File: config.mk
export PLATFORM = sky130hd
export DESIGN_NAME = pe_row_sequencer_flat
export DESIGN_NICKNAME = d
export VERILOG_FILES = /design/src/rtl/pe_seq_pkg.sv /design/src/rtl/pe_row_sequencer_if.sv /design/src/rtl/pe_weight_regfile.sv /design/src/rtl/pe_row_sequencer.sv /design/src/flat_wrapper.sv
export SDC_FILE = /design/constraint.sdc
export NUM_CORES = 1
export LEC_CHECK = 0
export CAP_MARGIN = 40
export CORE_MARGIN = 1.5
export CORE_UTILIZATION = 50
export DETAILED_ROUTE_END_ITERATION = 8
export HOLD_SLACK_MARGIN = 0.08
export PLACE_DENSITY = 0.78
export SKIP_CTS_REPAIR_TIMING = 1
export SLEW_MARGIN = 20
export SYNTH_ARGS = -nofsm -noshare
export SYNTH_HDL_FRONTEND = slang
export SYNTH_SLANG_ARGS = --single-unit
File: constraint.sdc
create_clock -name clk -period 4.5 [get_ports clk]
set_input_delay 0.9 -clock clk [delete_from_list [all_inputs] [get_ports clk]]
set_output_delay 0.9 -clock clk [all_outputs]
set_load 0.1 [all_outputs]
File: src/rtl/pe_seq_pkg.sv
// Shared types and widths for the PE row sequencer.
package pe_seq_pkg;

  // Q2.14 kernel tap width.
  localparam int unsigned WeightWidth = 16;
  // PE accumulator width.
  localparam int unsigned AccWidth = 32;

  typedef enum logic [2:0] {
    StIdle,
    StClear,
    StIssue,
    StDrain,
    StDone
  } seq_state_e;

endpackage

File: src/rtl/pe_row_sequencer_if.sv
// Bundle of the sequencer's control, line-buffer, weight-load and PE-side signals.
interface pe_row_sequencer_if
  import pe_seq_pkg::*;
#(
  parameter int unsigned NUM_INPUTS = 5,
  parameter int unsigned NUM_WEIGHT = 3,
  parameter int unsigned DATA_WIDTH = 8
);
  localparam int unsigned ADDR_W = $clog2(NUM_INPUTS);
  localparam int unsigned IDX_W  = $clog2(NUM_WEIGHT);

  logic                   start;
  logic                   hold;
  logic                   w_wr_en;
  logic [IDX_W-1:0]       w_wr_idx;
  logic [WeightWidth-1:0] w_wr_data;
  logic                   in_rd_en;
  logic [ADDR_W-1:0]      in_rd_addr;
  logic [DATA_WIDTH-1:0]  in_rd_data;
  logic                   pe_clear;
  logic                   pe_enable;
  logic                   pe_input_valid;
  logic [DATA_WIDTH-1:0]  pe_input;
  logic [WeightWidth-1:0] pe_weight;
  logic                   pe_bias_req_enable;
  logic                   pe_outvalid;
  logic                   pe_ready_for_next;
  logic                   busy;
  logic                   done;
  logic                   err;

  // Sequencer side.
  modport master (
    input  start, hold, w_wr_en, w_wr_idx, w_wr_data, in_rd_data,
           pe_outvalid, pe_ready_for_next,
    output in_rd_en, in_rd_addr, pe_clear, pe_enable, pe_input_valid, pe_input,
           pe_weight, pe_bias_req_enable, busy, done, err
  );

  // Environment side: layer controller, line buffer and PE.
  modport slave (
    output start, hold, w_wr_en, w_wr_idx, w_wr_data, in_rd_data,
           pe_outvalid, pe_ready_for_next,
    input  in_rd_en, in_rd_addr, pe_clear, pe_enable, pe_input_valid, pe_input,
           pe_weight, pe_bias_req_enable, busy, done, err
  );

endinterface

File: src/rtl/pe_weight_regfile.sv
// Kernel tap register file: synchronous write, registered read that holds when not enabled.
module pe_weight_regfile
  import pe_seq_pkg::*;
#(
  parameter int unsigned NUM_WEIGHT = 3
) (
  input  logic                          clk,
  input  logic                          rst_n,
  input  logic                          wr_en,
  input  logic [$clog2(NUM_WEIGHT)-1:0] wr_idx,
  input  logic [WeightWidth-1:0]        wr_data,
  input  logic                          rd_en,
  input  logic [$clog2(NUM_WEIGHT)-1:0] rd_idx,
  output logic [WeightWidth-1:0]        rd_data
);

  logic [WeightWidth-1:0] mem_q [NUM_WEIGHT];
  logic [WeightWidth-1:0] rd_data_q;

  // Tap storage and read register; both clear on reset.
  always_ff @(posedge clk or negedge rst_n) begin
    if (!rst_n) begin
      for (int unsigned i = 0; i < NUM_WEIGHT; i++) begin
        mem_q[i] <= '0;
      end
      rd_data_q <= '0;
    end else begin
      if (wr_en) begin
        mem_q[wr_idx] <= wr_data;
      end
      if (rd_en) begin
        rd_data_q <= mem_q[rd_idx];
      end
    end
  end

  assign rd_data = rd_data_q;

endmodule

File: src/rtl/pe_row_sequencer.sv
// Walks one PE through a 1-D convolution row: issues line-buffer reads in
// sliding-window order, pairs each pixel with its tap, counts PE results.
module pe_row_sequencer
  import pe_seq_pkg::*;
#(
  parameter int unsigned NUM_INPUTS = 5,
  parameter int unsigned NUM_WEIGHT = 3,
  parameter int unsigned DATA_WIDTH = 8
) (
  input logic                 clk,
  input logic                 rst_n,
  pe_row_sequencer_if.master  bus
);

  localparam int unsigned N_OUT  = NUM_INPUTS - NUM_WEIGHT + 1;
  localparam int unsigned ADDR_W = $clog2(NUM_INPUTS);
  localparam int unsigned IDX_W  = $clog2(NUM_WEIGHT);
  localparam int unsigned CNT_W  = $clog2(N_OUT + 1);

  localparam logic [IDX_W-1:0]  KLast   = IDX_W'(NUM_WEIGHT - 1);
  localparam logic [ADDR_W-1:0] PosLast = ADDR_W'(N_OUT - 1);
  localparam logic [CNT_W-1:0]  CntFull = CNT_W'(N_OUT);
  localparam logic [CNT_W-1:0]  CntLast = CNT_W'(N_OUT - 1);

  seq_state_e        state_q;
  logic [ADDR_W-1:0] pos_q;
  logic [IDX_W-1:0]  k_q;
  logic [CNT_W-1:0]  out_cnt_q;
  logic              err_q;
  logic              in_valid_q;
  logic              busy;
  logic              rd_en;

  assign busy  = (state_q != StIdle);
  assign rd_en = (state_q == StIssue) && !bus.hold;

  // Control FSM with position/tap/output counters, sticky error and read-valid delay.
  always_ff @(posedge clk or negedge rst_n) begin
    if (!rst_n) begin
      state_q    <= StIdle;
      pos_q      <= '0;
      k_q        <= '0;
      out_cnt_q  <= '0;
      err_q      <= 1'b0;
      in_valid_q <= 1'b0;
    end else begin
      in_valid_q <= rd_en;

      if (!busy && bus.pe_outvalid) begin
        err_q <= 1'b1;
      end
      if (busy && bus.pe_outvalid) begin
        if (out_cnt_q == CntFull) begin
          err_q <= 1'b1;
        end else begin
          out_cnt_q <= out_cnt_q + 1'b1;
        end
      end
      // The PE flags the last group; it must line up with our own count.
      if (busy && bus.pe_ready_for_next && (out_cnt_q != CntLast)) begin
        err_q <= 1'b1;
      end

      unique case (state_q)
        StIdle: begin
          if (bus.start) begin
            state_q <= StClear;
          end
        end
        StClear: begin
          pos_q     <= '0;
          k_q       <= '0;
          out_cnt_q <= '0;
          state_q   <= StIssue;
        end
        StIssue: begin
          if (!bus.hold) begin
            if (k_q == KLast) begin
              k_q <= '0;
              if (pos_q == PosLast) begin
                state_q <= StDrain;
              end else begin
                pos_q <= pos_q + 1'b1;
              end
            end else begin
              k_q <= k_q + 1'b1;
            end
          end
        end
        StDrain: begin
          if (out_cnt_q == CntFull) begin
            state_q <= StDone;
          end
        end
        StDone: begin
          state_q <= StIdle;
        end
        default: begin
          state_q <= StIdle;
        end
      endcase
    end
  end

  // Taps load only while idle so a running row sees a stable kernel.
  pe_weight_regfile #(
    .NUM_WEIGHT(NUM_WEIGHT)
  ) u_weight_regfile (
    .clk    (clk),
    .rst_n  (rst_n),
    .wr_en  (bus.w_wr_en && (state_q == StIdle)),
    .wr_idx (bus.w_wr_idx),
    .wr_data(bus.w_wr_data),
    .rd_en  (rd_en),
    .rd_idx (k_q),
    .rd_data(bus.pe_weight)
  );

  assign bus.in_rd_en           = rd_en;
  assign bus.in_rd_addr         = pos_q + ADDR_W'(k_q);
  assign bus.pe_clear           = (state_q == StClear);
  assign bus.pe_enable          = busy;
  assign bus.pe_bias_req_enable = busy;
  assign bus.busy               = busy;
  assign bus.done               = (state_q == StDone);
  assign bus.err                = err_q;
  assign bus.pe_input_valid     = in_valid_q;
  // Pixel passes straight through; zeroed outside valid cycles so reset drives all-zero.
  assign bus.pe_input = in_valid_q ? bus.in_rd_data : {DATA_WIDTH{1'b0}};

endmodule

File: src/flat_wrapper.sv
// flat-port wrapper written by rule: the top's interface ports become plain ports
module pe_row_sequencer_flat import pe_seq_pkg::*;
#(
  parameter int unsigned NUM_INPUTS = 5,
  parameter int unsigned NUM_WEIGHT = 3,
  parameter int unsigned DATA_WIDTH = 8
)
  (clk, rst_n, bus_start, bus_hold, bus_w_wr_en, bus_w_wr_idx, bus_w_wr_data, bus_in_rd_data, bus_pe_outvalid, bus_pe_ready_for_next, bus_in_rd_en, bus_in_rd_addr, bus_pe_clear, bus_pe_enable, bus_pe_input_valid, bus_pe_input, bus_pe_weight, bus_pe_bias_req_enable, bus_busy, bus_done, bus_err);
  pe_row_sequencer_if #(.NUM_INPUTS(NUM_INPUTS), .NUM_WEIGHT(NUM_WEIGHT), .DATA_WIDTH(DATA_WIDTH)) bus_i ();
  input logic clk;
  input logic rst_n;
  input wire logic [$bits(bus_i.start)-1:0] bus_start;
  input wire logic [$bits(bus_i.hold)-1:0] bus_hold;
  input wire logic [$bits(bus_i.w_wr_en)-1:0] bus_w_wr_en;
  input wire logic [$bits(bus_i.w_wr_idx)-1:0] bus_w_wr_idx;
  input wire logic [$bits(bus_i.w_wr_data)-1:0] bus_w_wr_data;
  input wire logic [$bits(bus_i.in_rd_data)-1:0] bus_in_rd_data;
  input wire logic [$bits(bus_i.pe_outvalid)-1:0] bus_pe_outvalid;
  input wire logic [$bits(bus_i.pe_ready_for_next)-1:0] bus_pe_ready_for_next;
  output wire logic [$bits(bus_i.in_rd_en)-1:0] bus_in_rd_en;
  output wire logic [$bits(bus_i.in_rd_addr)-1:0] bus_in_rd_addr;
  output wire logic [$bits(bus_i.pe_clear)-1:0] bus_pe_clear;
  output wire logic [$bits(bus_i.pe_enable)-1:0] bus_pe_enable;
  output wire logic [$bits(bus_i.pe_input_valid)-1:0] bus_pe_input_valid;
  output wire logic [$bits(bus_i.pe_input)-1:0] bus_pe_input;
  output wire logic [$bits(bus_i.pe_weight)-1:0] bus_pe_weight;
  output wire logic [$bits(bus_i.pe_bias_req_enable)-1:0] bus_pe_bias_req_enable;
  output wire logic [$bits(bus_i.busy)-1:0] bus_busy;
  output wire logic [$bits(bus_i.done)-1:0] bus_done;
  output wire logic [$bits(bus_i.err)-1:0] bus_err;
  assign bus_i.start = bus_start;
  assign bus_i.hold = bus_hold;
  assign bus_i.w_wr_en = bus_w_wr_en;
  assign bus_i.w_wr_idx = bus_w_wr_idx;
  assign bus_i.w_wr_data = bus_w_wr_data;
  assign bus_i.in_rd_data = bus_in_rd_data;
  assign bus_i.pe_outvalid = bus_pe_outvalid;
  assign bus_i.pe_ready_for_next = bus_pe_ready_for_next;
  assign bus_in_rd_en = bus_i.in_rd_en;
  assign bus_in_rd_addr = bus_i.in_rd_addr;
  assign bus_pe_clear = bus_i.pe_clear;
  assign bus_pe_enable = bus_i.pe_enable;
  assign bus_pe_input_valid = bus_i.pe_input_valid;
  assign bus_pe_input = bus_i.pe_input;
  assign bus_pe_weight = bus_i.pe_weight;
  assign bus_pe_bias_req_enable = bus_i.pe_bias_req_enable;
  assign bus_busy = bus_i.busy;
  assign bus_done = bus_i.done;
  assign bus_err = bus_i.err;
  pe_row_sequencer #(.NUM_INPUTS(NUM_INPUTS), .NUM_WEIGHT(NUM_WEIGHT), .DATA_WIDTH(DATA_WIDTH)) u_core (.clk(clk), .rst_n(rst_n), .bus(bus_i));
endmodule
==> Yosys cells after proc, flatten, opt, wreduce, memory -nomap -nowiden <==
Cells that the tools add are included.
{ "classes": {"n_addsub": 4, "mul": 0, "div": 0, "magnitude_cmp": 3, "eq_ne": 15, "n_shift": 0, "muxes": 27, "n_bitwise": 2, "n_reduce_logical": 17} }
{ "ops": {"columns": ["op", "n"], "rows": [
  ["48-bit bitwise mux", 1],
  ["16-bit two-way mux", 3],
  ["16-bit binary-select mux with 2-bit select", 1],
  ["16-bit demux with 2-bit select", 1],
  ["3-bit two-way mux", 8],
  ["2-bit != test, second input constant", 7],
  ["3-bit case mux with 4 select lines", 1],
  ["2-bit two-way mux", 5],
  ["3-bit by 2-bit equality test with 1-bit output, second input constant", 3],
  ["8-bit two-way mux", 1],
  ["1-bit logical AND", 7],
  ["3-bit greater-or-equal comparator, second input constant", 2],
  ["2-bit NOT with 3-bit output", 2],
  ["3-bit case mux with 2 select lines", 1],
  ["5-bit AND reduction", 1],
  ["2-bit by 1-bit adder with 2-bit output, second input constant", 2],
  ["2-bit equality test, second input constant", 2],
  ["1-bit two-way mux", 4],
  ["2-bit case mux with 2 select lines", 1],
  ["2-bit AND reduction", 2],
  ["4-bit AND reduction", 1],
  ["2-bit nonzero test", 2],
  ["3-bit by 1-bit adder with 3-bit output, second input constant", 1],
  ["3-bit by 2-bit adder with 3-bit output", 1],
  ["other kinds (7)", 8]
]} }
{ "word_totals": {"reg_bits": 76, "latch_bits": 0, "ramBits": 0, "romBits": 0, "inputBits": 33, "output_inout_bits": 35, "word_cells": 78, "n_memories": 0} }

==> Logic depth before layout (Yosys ltp) <==
Gate-level depths: netlist of the first run.
{ "depth": {"depth_word": 7, "ltp_mapped": 5} }

==> Modules after synthesis <==
A second synthesis of the first run with hierarchy kept.
{ "hier_totals": {"cells_unflattened": 279, "hier_area_um2": 3583.4} }
{ "modules_own_cells": {"columns": ["module", "instances", "cells_each", "area_per_inst_um2"], "rows": [
  ["pe_weight_regfile", 1, 195, 2772.7],
  ["pe_row_sequencer", 1, 84, 810.8]
]} }

==> Worst setup path after synthesis of the first run <==
OpenSTA, ideal clock, no wires.
{ "synth_timing": {"kind": "flip-flop to output port", "startpoint": "reg u_core.pos_q[0]", "endpoint": "out bus_in_rd_addr[2]", "t_arrival_ps": 2399, "required_ps": 3600, "slack_ps": 1201, "stages_incl_launch_ff": 4, "n_path_buf": 0, "path_cell_list": "dfrtp_1 ha_1 fa_1 xor2_1"} }
{ "synth_via": {"elab_chain_cells": 1} }
{ "synth_rtl": {"columns": ["element", "line", "source"], "rows": [
  ["start: declaration", "pe_row_sequencer.sv:26", "logic [ADDR_W-1:0] pos_q;"],
  ["start signal: assignment", "pe_row_sequencer.sv:83", "pos_q <= pos_q + 1'b1;"],
  ["3-bit by 2-bit adder with 3-bit output", "pe_row_sequencer.sv:120", "assign bus.in_rd_addr = pos_q + ADDR_W'(k_q);"],
  ["end: declaration", "flat_wrapper.sv:21", "output wire logic [$bits(bus_i.in_rd_addr)-1:0] bus_in_rd_addr;"]
]} }
Every way passes these cells.

==> Worst setup path in the final report of the first run <==
{ "layout_timing": {"startpoint": "reg u_core.state_q[1]", "endpoint": "out bus_pe_clear"} }
{ "layout_via": {"elab_chain_cells": 1} }
{ "layout_rtl": {"columns": ["element", "line", "source"], "rows": [
  ["start: declaration", "pe_row_sequencer.sv:25", "seq_state_e state_q;"],
  ["start signal: assignment", "pe_row_sequencer.sv:40", "state_q <= StIdle;"],
  ["start signal: assignment", "pe_row_sequencer.sv:67", "state_q <= StClear;"],
  ["start signal: assignment", "pe_row_sequencer.sv:74", "state_q <= StIssue;"],
  ["3-bit by 1-bit equality test with 1-bit output", "pe_row_sequencer.sv:121", "assign bus.pe_clear = (state_q == StClear);"],
  ["end: declaration", "flat_wrapper.sv:22", "output wire logic [$bits(bus_i.pe_clear)-1:0] bus_pe_clear;"]
]} }
Every way passes these cells.

==> results of run 1 <==
-- stage by stage --
| stage | area (sq um) | std cells |
|---|---|---|
| after floorplan | 3470 | 284 |
| after global placement | 4140 | 419 |
| after detailed placement | 4530 | 443 |
| after CTS | 4760 | 459 |
| after global routing | 4760 | 459 |
| final | 4760 | 459 |
-- sequential cells by signal, summed over array words and instances, names as in the netlist --
name,cells
u_core.bus.pe_input_valid,1
u_core.out_cnt_q,2
u_core.u_weight_regfile.mem_q,48
u_core.u_weight_regfile.rd_data,16
u_core.state_q,3
u_core.bus.err,1
u_core.pos_q,3
u_core.k_q,2
-- logic make-up (layout without fill, tap and decap cells) --
group	Yosys count	count (layout)	synth area share
and+or+nand+nor	88	88	0.139
DFF	76	76	0.548
muxes	67	67	0.211
AOI/OAI and AO/OA	25	25	0.0433
buffers and inverters	21	116	0.0325
adders and majority gates	6	6	0.0238
xor gates and xnor gates	1	1	0.00252
-- cells in the final DEF (no fill, tap or decap), types with 2 or more instances in the layout --
cell type,count
mux2_2,48
clkdlybuf4s50_1,54
dfrtp_1,76
nand2_1,22
inv_1,5
nor2_1,19
nor3_1,2
or2_2,17
nand3b_2,2
bufinv_16,2
clkbuf_8,12
buf_8,22
mux2i_1,19
or3_1,2
nand3b_1,2
buf_16,2
nand3_1,3
a31oi_1,18
nor2b_1,3
a21oi_1,2
clkinv_2,2
and2_1,9
buf_4,16
o21ai_0,4
ha_1,5
-- metal layers --
layer | up-vias | global-route usage | share of wire
met5 | - | 0 | 0
met1 | 1235 | 0.260 | 0.43
met4 | 0 | 0.0645 | 0.012
met3 | 8 | 0.0371 | 0.035
li1 | 1161 | - | -
met2 | 67 | 0.365 | 0.53
-- cell type report --
| cell class | count | area share |
|---|---|---|
| timing repair buffer | 94 | 0.220 |
| inverter | 6 | 0.00473 |
| tap | 80 | 0.0210 |
| clock buffer | 12 | 0.0347 |
| multi-input combinational | 187 | 0.306 |
| sequential | 76 | 0.399 |
| clock inverter | 4 | 0.0147 |
-- critical path: stages (launching register included) --
cell             delay [ns]
dfrtp_1                0.48
or3b_2                 0.58
inv_1                  0.14
clkdlybuf4s50_1        0.53
buf_8                  0.20
-- final timing paths --
path,end,slack (ns),depth (start not counted)
max,bus_pe_clear,1.33,4
min,u_core.u_weight_regfile.rd_data[1],0.46,1
max reg2reg,u_core.pos_q[0],2.28,4
min reg2reg,u_core.bus.err,0.46,2
max in group asynchronous,u_core.u_weight_regfile.rd_data[0],3.46,2
min in group clk,u_core.bus.err,0.47,2
==> metrics, run 1 <==
Setup crit start kind flip-flop; post-synth top area share 0.548; RSZ-0062 raised after global routing no; Synth cell types 33; Final Cycle Share 0.704; Max clock buf depth 2; core area 0.00676 sq mm; Syn Inst Count about 280; antenna violations before repair 0; Fin Setup TNS 0 ns; share of layout cells above drive strength 1 0.340; port bufs 67; Core Util, Final 0.705; top-count cell post-synth dfrtp_1; sequential fraction of the synthesis area 0.548; cell row count 30; Worst R2R Start u_core.k_q[1]; Die ar. 0.00745 sq mm; H-tree depth 3; Worst Skew 0.00874 ns; worst hold path type input pin to async pin; Post-synth top flop dfrtp_1; Nets 413; MaxCap Viol Count 0; Syn. warnings 0; drt via density 5.38; crit end category output pin; Root Driver clkbuf_8; Final setup viols 0; Syn Std Cell Area about 0.0035 sq mm; grt total ovfl 0; Vias 2471; IO Count 68; DRT antenna net count 0; max-slew violation count 0; hpwl dp 4880 microns; FILL cells 457; ys async rst share 1.00; status completed; P&R area growth vs syn 37.2%; Reg clk slew, reported paths 0.08 ns; multi-input logic area about 0.0015 sq mm; Post-Route WL 7130 microns; Skew-Pair Late Insertion Delay 0.34 ns; pre-CTS WS around 1.4 ns; EDFF count, synth 0; Critical Path Source u_core.state_q[1]; vias in the first global route 2423; first-pass GRT wire length 11800 microns; Mapped Avg Cell Area roughly 12 sq um; routability cong. ~0.84; flops & latches, synth 76; WS Path Type flip-flop to output pin; CTS tree yes; die height approximately 86 microns; CP required 3.60 ns; final hold violation count 0; Critical Path AT 2.27 ns; synth top area cells dfrtp_1 (55%), mux2_2 (16%), mux2i_1 (5.5%); Synth top cells by count dfrtp_1 (76), mux2_2 (48), nand2_1 (22); Tmin final 3.17 ns; syn nets 323; Slew HR 0.525; Worst Setup Slack, final 1.33 ns; initial core utilization 0.514; routed len/inst 15.5 microns; Antenna Cells 0; Die W between 80 and 90 microns; Final Hold Slack 0.465 ns; clk sinks 76; initial detailed-routing violation count 145; All-Layer GR Usage 0.207; actual slew at the worst max-slew pin 0.712 ns; area leader, netlist dfrtp_1; DRT Pass-1 Iters 4; Remaining DRCs 0; Num CTS Buffers 9; largest net degree at the start of global routing 52; Sequential Area 0.00190 sq mm; Max Freq between 0.3 and 0.4 GHz; CP Max Fanout 8
Power of run 1 is left out: the tool's default activity adds up to more than one toggle a clock period on the data nets, which glitch-free logic cannot reach.
==> run 2, diff against run 1 <==
Settings changed: CORE_UTILIZATION 50 to 47, PLACE_DENSITY 0.78 to 0.77.
Clock period 4.5 ns to 2.6 ns, I/O delays scaled along.
==> metrics, run 2 (synthesis gave the netlist of run 1 again) <==
core area 0.00721 sq mm (was 0.00676 sq mm); hpwl dp 4570 microns (was 4880 microns); largest net degree at the start of global routing 40 (was 52); Num CTS Buffers 9 (unchanged); Crit-path slowest cell or4b_4 (was or3b_2); CP required 2.08 ns (was 3.60 ns); Die ar. 0.00791 sq mm (was 0.00745 sq mm); RSZ-0062 raised after global routing no (unchanged); first-pass GRT wire length 11100 microns (was 11800 microns); Fin Setup TNS 0 ns (unchanged); vias in the first global route 2355 (was 2423); CTS tree yes (unchanged); Slew HR 0.678 (was 0.525); critical-path cell list clkdlybuf4s50_1 > or4b_4 > inv_2 > buf_12 (was or3b_2 > inv_1 > clkdlybuf4s50_1 > buf_8); Max Freq 0.431 GHz; All-Layer GR Usage 0.187 (was 0.207); MaxCap Viol Count 0 (unchanged); max-slew violation count 0 (unchanged); critical path's top delay family buffers and inverters (unchanged); FILL cells 591 (was 457); IO Count 68 (unchanged); Die W 88.9 microns (was 86.3 microns); DRT antenna net count 0 (unchanged); crit end category output pin (unchanged); antenna violations before repair 0 (unchanged); Largest register FFs 48 (unchanged); clk sinks 76 (unchanged); CP peak stage delay 0.53 ns (was 0.58 ns); Worst Path Buf+Inv 3 (unchanged); die height 88.9 microns (was 86.3 microns); Remaining DRCs 0 (unchanged); initial core utilization 0.481 (was 0.514); drt via density 5.13 (was 5.38); most frequent cells in the layout dfrtp_1 (76), mux2_2 (48), clkdlybuf4s50_1 (31), buf_4 (31), nand2_1 (22) (was dfrtp_1 (76), clkdlybuf4s50_1 (54), mux2_2 (48)); Vias 2360 (was 2471); grt total ovfl 0 (unchanged); Post-Route WL 6770 microns (was 7130 microns); CP Max Fanout 4 (was 8); Root Driver clkbuf_8 (unchanged); Reg clk slew, reported paths 0.08 ns (about the same); Skew-Pair Late Insertion Delay 0.35 ns (was 0.34 ns); status completed (unchanged); actual slew at the worst max-slew pin 0.479 ns (was 0.712 ns); routability cong. 0.747 (was 0.841); Top reg by flops u_core.u_weight_regfile.mem_q (unchanged); share of layout cells above drive strength 1 0.374 (was 0.340); Max clock buf depth 2 (unchanged); Tmin final between 2 and 2.5 ns; Critical Path AT 1.80 ns (was 2.27 ns); initial detailed-routing violation count 98 (was 145); cell row count 31 (was 30); most common cell after layout, fill and taps aside dfrtp_1 (unchanged); DRT Pass-1 Iters 4 (unchanged); routed len/inst 14.7 microns (was 15.5 microns); worst hold path type input pin to async pin (unchanged); Antenna Cells 0 (unchanged); WS Path Type input pin to output pin (was flip-flop to output pin); final hold violation count 0 (unchanged); Setup crit start kind input pin (was flip-flop); Worst Skew 0.00771 ns (was 0.00874 ns); port bufs 67 (unchanged); Final setup viols 0 (unchanged); P&R area growth vs syn 30.7% (was 37.2%); Nets 395 (was 413); H-tree depth 3 (unchanged); Final Cycle Share 0.893
[run 2: routing by layer]
layer / GRT usage / up-vias / wire (microns)
met5: 0 / - / 0
li1: - / 1135 / -
met2: 0.321 / 51 / 3340
met3: 0.0277 / 12 / 257
met1: 0.234 / 1162 / 3020
met4: 0.0895 / 0 / 150
[run 2: area by class of cell]
cell class	instances	area, sq um	share of cell area
Clock buffer	9	124	0.0273
Clock inverter	7	77.6	0.0171
Inverter	6	22.5	0.00497
Multi-Input combinational cell	187	1460	0.322
Sequential cell	76	1900	0.419
Tap cell	99	124	0.0273
Timing Repair Buffer	76	823	0.182
[run 2: path summary, 6_finish.rpt]
| kind | start | endpoint | slack (ns) | cells past startpoint |
|---|---|---|---|---|
| worst max register to register | u_core.state_q[0] | u_core.pos_q[0] | 0.76 | 5 |
| worst min-delay path | rst_n | u_core.u_weight_regfile.mem_q[26] | 0.12 | 1 |
| min in group clk | u_core.bus.err | u_core.bus.err | 0.47 | 2 |
| worst max-delay path | bus_hold | bus_in_rd_en | 0.28 | 4 |
| worst min register to register | u_core.bus.err | u_core.bus.err | 0.47 | 2 |
| max in group asynchronous | rst_n | u_core.u_weight_regfile.mem_q[0] | 1.79 | 2 |
[run 2: through the flow]
step	setup WS (ns)	hold slack, ns	std cells	instance area, sq um	util
floorplan	0.200	0.224	284	3480	-
global route	0.205	0.163	460	4540	0.629
finish	0.279	0.122	460	4540	0.629
CTS	0.262	0.138	460	4540	0.629
global placement	0.277	0.445	444	4330	0.601
detailed placement	0.285	0.451	444	4330	0.601
Power of run 2 is left out for the same reason.
==> run 3, diff against run 2 <==
==> constraint.sdc (replaced) <==
create_clock -name clk -period 2.6 [get_ports clk]
set_input_delay 0.65 -clock clk [delete_from_list [all_inputs] [get_ports clk]]
set_output_delay 0.65 -clock clk [all_outputs]
set_load 0.1 [all_outputs]
==> metrics, run 3 (synthesis gave the netlist of run 1 again) <==
first-pass GRT wire length 10900 microns (was 11100 microns); DRT antenna net count 0 (unchanged); CTS tree yes (unchanged); worst hold path type input pin to async pin (unchanged); Nets 396 (was 395); vias in the first global route 2298 (was 2355); Critical Path AT 1.87 ns (was 1.80 ns); status completed (unchanged); Die W 88.9 microns (unchanged); Vias 2372 (was 2360); crit end category output pin (unchanged); Die ar. 0.00791 sq mm (unchanged); Reg2Reg Setup Slack 0.63 ns (was 0.76 ns); actual slew at the worst max-slew pin 0.509 ns (was 0.479 ns); drt via density 5.16 (was 5.13); IO Count 68 (unchanged); routed len/inst 14.6 microns (was 14.7 microns); Final setup viols 0 (unchanged); Max Freq 0.396 GHz (was 0.431 GHz); Worst Skew 0.00776 ns (was 0.00771 ns); hpwl dp 4630 microns (was 4570 microns); Max clock buf depth 2 (unchanged); Tmin final 2.52 ns (was 2.32 ns); Slew HR 0.658 (was 0.678); Root Driver clkbuf_8 (unchanged); die height 88.9 microns (unchanged); CP Max Fanout 2 (was 4); Largest register FFs 48 (unchanged); pre-CTS WS 0.0755 ns (was 0.285 ns); Post-Route WL 6730 microns (was 6770 microns); most frequent cells in the layout dfrtp_1 (76), mux2_2 (48), buf_4 (32) (was dfrtp_1 (76), mux2_2 (48), clkdlybuf4s50_1 (31), buf_4 (31), nand2_1 (22)); final hold violation count 0 (unchanged); All-Layer GR Usage 0.188 (was 0.187); MaxCap Viol Count 0 (unchanged); RSZ-0062 raised after global routing no (unchanged); Reg clk slew, reported paths 0.08 ns (about the same); capture point of the worst reg-to-reg path u_core.pos_q[0] (unchanged); Final Hold Slack 0.258 ns (was 0.122 ns); Remaining DRCs 0 (unchanged); most common cell after layout, fill and taps aside dfrtp_1 (unchanged); routability cong. 0.709 (was 0.747); Skew-Pair Late Insertion Delay 0.33 ns (was 0.35 ns); Fin Setup TNS 0 ns (unchanged); P&R area growth vs syn 30.6% (was 30.7%); initial detailed-routing violation count 71 (was 98); max-slew violation count 0 (unchanged); cell row count 31 (unchanged); antenna violations before repair 0 (unchanged); H-tree depth 3 (unchanged); clk sinks 76 (unchanged); reg2reg path depth 5 (unchanged); Critical Path Source bus_hold (unchanged); DRT Pass-1 Iters 4 (unchanged); Worst Setup Slack, final 0.0757 ns (was 0.279 ns); Final Cycle Share 0.971 (was 0.893); CP required 1.95 ns (was 2.08 ns); Num CTS Buffers 9 (unchanged); core area 0.00721 sq mm (unchanged); FILL cells 587 (was 591); initial core utilization 0.481 (unchanged); Antenna Cells 0 (unchanged); share of layout cells above drive strength 1 0.374 (unchanged); port bufs 67 (unchanged); Setup crit start kind input pin (unchanged); Top reg by flops u_core.u_weight_regfile.mem_q (unchanged); largest net degree at the start of global routing 43 (was 40); WS Path Type input pin to output pin (unchanged); grt total ovfl 0 (unchanged); Worst R2R Start u_core.state_q[0] (unchanged)
## run 3: cell count changes in the layout (fill, tap and decap cells not counted)
cell	before	now
clkinv_4	2	0
clkinv_2	0	3
clkinvlp_4	4	1
buf_4	31	32
clkbuf_8	9	10
## run 3: cell type report
| cell class | instances | area [sq um] | area share |
|---|---|---|---|
| clock buffer | 10 | 138 | 0.0304 |
| clock inverter | 5 | 52.6 | 0.0116 |
| multi-input combinational | 187 | 1460 | 0.323 |
| tap | 99 | 124 | 0.0273 |
| sequential | 76 | 1900 | 0.420 |
| timing repair buffer | 77 | 831 | 0.183 |
| inverter | 6 | 22.5 | 0.00497 |
## run 3: metrics by stage
step	area, sq um	cells	util
after detailed placement	4340	445	0.602
after global placement	4340	445	0.602
after global routing	4530	460	0.628
after floorplan	3480	284	-
final	4530	460	0.628
after CTS	4530	460	0.628
## run 3: worst max-delay path by stage
stage,endpoint
global placement,bus_in_rd_en
detailed placement,bus_in_rd_en
CTS,bus_in_rd_en
finish,bus_in_rd_en
global route,bus_in_rd_en
floorplan,bus_in_rd_addr[2]
## run 3: layer usage
metal | up-vias | routed length, microns | global-route usage
met4 | 0 | 93 | 0.0710
met2 | 59 | 3330 | 0.318
li1 | 1130 | - | -
met3 | 8 | 344 | 0.0489
met5 | - | 0 | 0
met1 | 1175 | 2970 | 0.232
## run 3: critical path, cell delays in order
cell and delay [ns]:
clkdlybuf4s50_1 0.43, or4b_4 0.51, inv_2 0.11, buf_12 0.18
Power of run 3 is left out for the same reason.
